===== src/rtl/pio_pkg.sv =====
// Shared definitions for the switch-PIO event controller: FSM states and the
// PIO register offsets it touches.
package pio_pkg;

    typedef enum logic [3:0] {
        INIT,
        IDLE,
        MASK_WR,
        RD_CAP,
        WAIT_CAP,
        CLR,
        RD_DAT,
        WAIT_DAT,
        EMIT
    } pio_state_e;

    localparam logic [1:0] PIO_DATA     = 2'd0;
    localparam logic [1:0] PIO_IRQ_MASK = 2'd2;
    localparam logic [1:0] PIO_EDGE_CAP = 2'd3;

endpackage


===== src/rtl/pio_event_ctrl.sv =====
// Services the switch PIO interrupt: reads and clears edge_capture, samples the
// switch levels and hands the result to a consumer as a valid/ready event.
module pio_event_ctrl
    import pio_pkg::*;
#(
    parameter int               WIDTH     = 8,
    parameter logic [WIDTH-1:0] MASK_INIT = '1
) (
    input  logic             clk,
    input  logic             reset_n,
    input  logic             pio_irq,
    output logic [1:0]       pio_address,
    output logic             pio_chipselect,
    output logic             pio_write_n,
    output logic [31:0]      pio_writedata,
    input  logic [31:0]      pio_readdata,
    input  logic             cfg_mask_wr,
    input  logic [WIDTH-1:0] cfg_mask,
    // evt_valid rises only after edges/level are registered, then holds with
    // stable data until a cycle with evt_valid && evt_ready; ready alone is ignored.
    output logic             evt_valid,
    input  logic             evt_ready,
    output logic [WIDTH-1:0] evt_edges,
    output logic [WIDTH-1:0] evt_level,
    output logic [15:0]      evt_count,
    output logic             busy,
    output pio_state_e       dbg_state_o
);

    pio_state_e       state_q, state_d;
    logic             armed_q;
    logic             pend_q;
    logic [WIDTH-1:0] mask_q;
    logic [WIDTH-1:0] edges_q;
    logic [WIDTH-1:0] level_q;
    logic             evt_valid_q;
    logic [15:0]      count_q;
    logic             unused_rd;

    assign unused_rd = ^pio_readdata;

    // armed_q keeps INIT silent until the first clock after reset release, so an
    // asserted reset never shows a PIO access on the bus.
    always_ff @(posedge clk or negedge reset_n) begin
        if (!reset_n) begin
            state_q     <= INIT;
            armed_q     <= 1'b0;
            pend_q      <= 1'b0;
            mask_q      <= MASK_INIT;
            edges_q     <= '0;
            level_q     <= '0;
            evt_valid_q <= 1'b0;
            count_q     <= '0;
        end else begin
            state_q <= state_d;
            armed_q <= 1'b1;
            if (cfg_mask_wr) begin
                pend_q <= 1'b1;
                mask_q <= cfg_mask;
            end else if (state_q == MASK_WR) begin
                pend_q <= 1'b0;
            end
            if (state_q == WAIT_CAP) edges_q <= pio_readdata[WIDTH-1:0];
            if (state_q == WAIT_DAT) level_q <= pio_readdata[WIDTH-1:0];
            // First EMIT cycle only raises valid; acceptance needs valid already high.
            if (state_q == EMIT) begin
                if (!evt_valid_q) begin
                    evt_valid_q <= 1'b1;
                end else if (evt_ready) begin
                    evt_valid_q <= 1'b0;
                    count_q     <= count_q + 16'd1;
                end
            end
        end
    end

    always_comb begin
        state_d        = state_q;
        pio_chipselect = 1'b0;
        pio_write_n    = 1'b1;
        pio_address    = PIO_DATA;
        pio_writedata  = '0;
        unique case (state_q)
            INIT: begin
                if (armed_q) begin
                    pio_chipselect = 1'b1;
                    pio_write_n    = 1'b0;
                    pio_address    = PIO_IRQ_MASK;
                    pio_writedata  = 32'(MASK_INIT);
                    state_d        = IDLE;
                end
            end
            IDLE: begin
                // A mask request seen this very cycle already wins over the irq.
                if (pend_q || cfg_mask_wr) state_d = MASK_WR;
                else if (pio_irq)          state_d = RD_CAP;
            end
            MASK_WR: begin
                pio_chipselect = 1'b1;
                pio_write_n    = 1'b0;
                pio_address    = PIO_IRQ_MASK;
                pio_writedata  = 32'(mask_q);
                state_d        = IDLE;
            end
            RD_CAP: begin
                pio_chipselect = 1'b1;
                pio_address    = PIO_EDGE_CAP;
                state_d        = WAIT_CAP;
            end
            WAIT_CAP: begin
                state_d = (pio_readdata[WIDTH-1:0] == '0) ? IDLE : CLR;
            end
            CLR: begin
                pio_chipselect = 1'b1;
                pio_write_n    = 1'b0;
                pio_address    = PIO_EDGE_CAP;
                pio_writedata  = 32'hFFFF_FFFF;
                state_d        = RD_DAT;
            end
            RD_DAT: begin
                pio_chipselect = 1'b1;
                pio_address    = PIO_DATA;
                state_d        = WAIT_DAT;
            end
            WAIT_DAT: state_d = EMIT;
            EMIT: begin
                if (evt_valid_q && evt_ready) state_d = IDLE;
            end
            default: state_d = INIT;
        endcase
    end

    assign evt_valid   = evt_valid_q;
    assign evt_edges   = edges_q;
    assign evt_level   = level_q;
    assign evt_count   = count_q;
    assign busy        = (state_q != IDLE);
    assign dbg_state_o = state_q;

endmodule

===== config.mk =====
export PLATFORM = sky130hd
export DESIGN_NAME = pio_event_ctrl
export DESIGN_NICKNAME = d
export VERILOG_FILES = /design/src/rtl/pio_pkg.sv /design/src/rtl/pio_event_ctrl.sv
export SDC_FILE = /design/constraint.sdc
export NUM_CORES = 1
export LEC_CHECK = 0
export CORE_ASPECT_RATIO = 1.75
export CORE_MARGIN = 3
export CORE_UTILIZATION = 43
export DETAILED_ROUTE_END_ITERATION = 6
export HOLD_SLACK_MARGIN = 0.05
export PLACE_DENSITY = 0.87
export SKIP_CTS_REPAIR_TIMING = 1
export SLEW_MARGIN = 20
export SYNTH_ARGS = -nofsm -noshare
export SYNTH_HDL_FRONTEND = slang
export SYNTH_SLANG_ARGS = --single-unit

===== constraint.sdc =====
create_clock -name clk -period 5.5 [get_ports clk]
set_input_delay 1.375 -clock clk [delete_from_list [all_inputs] [get_ports clk]]
set_output_delay 1.375 -clock clk [all_outputs]
set_load 0.01 [all_outputs]

==> metrics.txt <==
Reg2Reg Launch Point dbg_state_o[1]; Rows 35; final slew viol count 0; worst-skew pair later-pin latency 0.29 ns; worst-path fanout max 18; Placeable Area 5300 um^2; total grt overflow 0; Worst Hold Endpoint evt_count[15]; LEAKAGE 1.36 nW; Tmin final 3.86 ns; ant diodes 0; initial antenna violation count 0; Total Routing Usage GR 15.8%; ys async rst share 100%; clk sinks 47; Detailed Place HPWL 3720 um; via count 1727; critical path arrival 2.48 ns; maximum number of pins on one net before global-route repair 48; Worst slew margin 49.3%; H-Tree Level Count 2; final worst path period share 70.2%; pwr dens 464 nW/um^2; Die X 61.9 um; Post-synth EDFFs 0; Initial Util 44.4%; Worst VDD drop 0.000231 V; Iter 0 DRT Violations 61; critical path endpoint category output port; area of the multi-input gates 933 um^2; Worst-path clk slew 0.08 ns; slack of the critical path 1.64 ns; synth cell count leaders dfrtp_1 (39), mux2_2 (25), buf_4 (23); fillers 447; drc violations 0; I/O Buffers 94; layout cells sized above 1 17.3%; Yosys warnings 0; register-to-register setup slack 3.42 ns; Post-Syn Area 2350 um^2; Post-Layout Cell Count 351; Final TNS setup 0 ns; Area contributors post-synth dfrtp_1 (42%), mux2_2 (12%), dfstp_2 (8.9%); GPL Wtd Cong 0.730; TritonCTS buffer count 5; CP startpoint kind flop; Die H 104 um; sequential share of the synthesized area 50.5%; DR pass1 iterations 4; CTS tree built; register bit total from synthesis 47; cells on worst reg2reg path 4; maxcap violations 0; clock buffer depth 2; crit path kind reg -> out; fin nets 322; Crit path required time 4.12 ns; number of cells produced by synthesis 208; Synth cell types 40; Area Growth Syn to Fin 39.0%; share of the synthesized area in the top cell type 41.5%; vias in the first global route 1591; worst clock skew 0.00354 ns; Worst-Margin Slew 0.759 ns; Seq. cell area 1190 um^2; Tot Pwr 1.52 mW; final antenna-violating net count 0; unrepaired setup endpoints after global routing no; Hold Startpoint evt_count[15]; Hold Path Cell Cnt 1; CP Launch Point dbg_state_o[1]; Avg Inst Size Synth 11.3 um^2; outcome finished clean; Reg-to-Reg End evt_count[15]; FMAX 259 MHz; Die ar. 6430 um^2; Placement Setup Slack 1.65 ns; Post-synth top flop dfrtp_1; Cells after DPL 343; Routed Wire Length 4900 um; final hold vios 0; Min-Delay Path Class reg -> reg; Wirelength per Cell 14.0 um; top cell type by total area after synthesis dfrtp_1; Syn Nets 254; first-pass GRT wire length 7800 um; most common cell in the synthesized netlist dfrtp_1; routed vias/inst 4.92; IO Count 119; Clock Root Buffer clkbuf_8; Final setup viols 0
## where the power goes
part | switching [mW] | internal [mW]
clock | 0.109 | 0.136
sequential | 0.0947 | 0.439
combinational | 0.288 | 0.450
total | 0.491 | 1.02
## placed cells by master (no fill, tap or decap), types with 2 or more instances in the layout
cell	Yosys	routed
xor2_1	5	5
nand4_1	5	5
dfrtp_1	39	39
a31oi_1	2	2
nand3_1	5	5
dfstp_2	8	8
and4_1	3	3
nor3_1	3	3
clkdlybuf4s50_1	0	93
o21bai_1	3	3
mux2_2	25	25
nand3b_1	2	2
nor2b_1	2	2
nor2_1	6	5
clkbuf_8	0	5
nor3_2	2	2
a21oi_1	4	4
xnor2_1	11	11
or3_1	3	3
nor2_2	1	2
inv_1	2	2
and3_1	3	3
nand2b_1	3	3
nand2_1	22	22
nor4_1	2	2
o21ai_0	3	3
## final cells by class
class / instances / area share (%)
sequential: 47 / 36.3
timing repair buffer: 94 / 28.7
multi-input combinational: 126 / 28.6
tap: 74 / 2.83
clock buffer: 6 / 2.22
clock inverter: 2 / 1.15
inverter: 2 / 0.230
## layer usage
layer | wire [um] | global-route usage, %
met3 | 312 | 3.24
met4 | 24 | 3.64
met2 | 2710 | 27.1
met5 | 0 | 0
met1 | 1860 | 19.6
## registers in the layout (all words and copies together), names as in the netlist
register,count
evt_valid,1
evt_count,16
evt_edges,8
armed_q,1
evt_level,8
pend_q,1
mask_q,8
dbg_state_o,4
## through the flow
step,utilization [%],area [um^2],hold slack (ns)
floorplan,-,2350,0.496
global placement,59.5,3150,0.463
detailed placement,59.5,3150,0.477
CTS,61.6,3260,0.494
global route,61.7,3270,0.513
finish,61.7,3270,0.483
## cell families (layout without fill, tap and decap cells)
| group | Yosys count | after routing | share of synthesized area (%) |
|---|---|---|---|
| AO/OA/AOI/OAI | 14 | 14 | 3.62 |
| XOR/XNOR | 16 | 16 | 5.96 |
| adder cells (fa/ha/maj) | 1 | 1 | 0.532 |
| buffers and inverters | 35 | 104 | 9.95 |
| flip-flops | 47 | 47 | 50.5 |
| multiplexers | 26 | 26 | 12.4 |
| other | 1 | 1 | 0.160 |
| AND/OR/NAND/NOR | 68 | 68 | 16.9 |
## how the worst max path moves through the flow
stage / to / slack, ns
after global routing: pio_writedata[0] / 1.39
after floorplan: pio_writedata[10] / 2.25
final: pio_writedata[0] / 1.64
after CTS: pio_writedata[30] / 1.33
after detailed placement: pio_writedata[30] / 1.65
after global placement: pio_writedata[27] / 1.74
## critical path: stages (launching register included)
cell	delay [ns]
dfrtp_1	0.69
nor4b_2	0.72
nand2_1	0.15
nand2_1	0.10
clkdlybuf4s50_1	0.54
(Power assumes the default switching activity.)
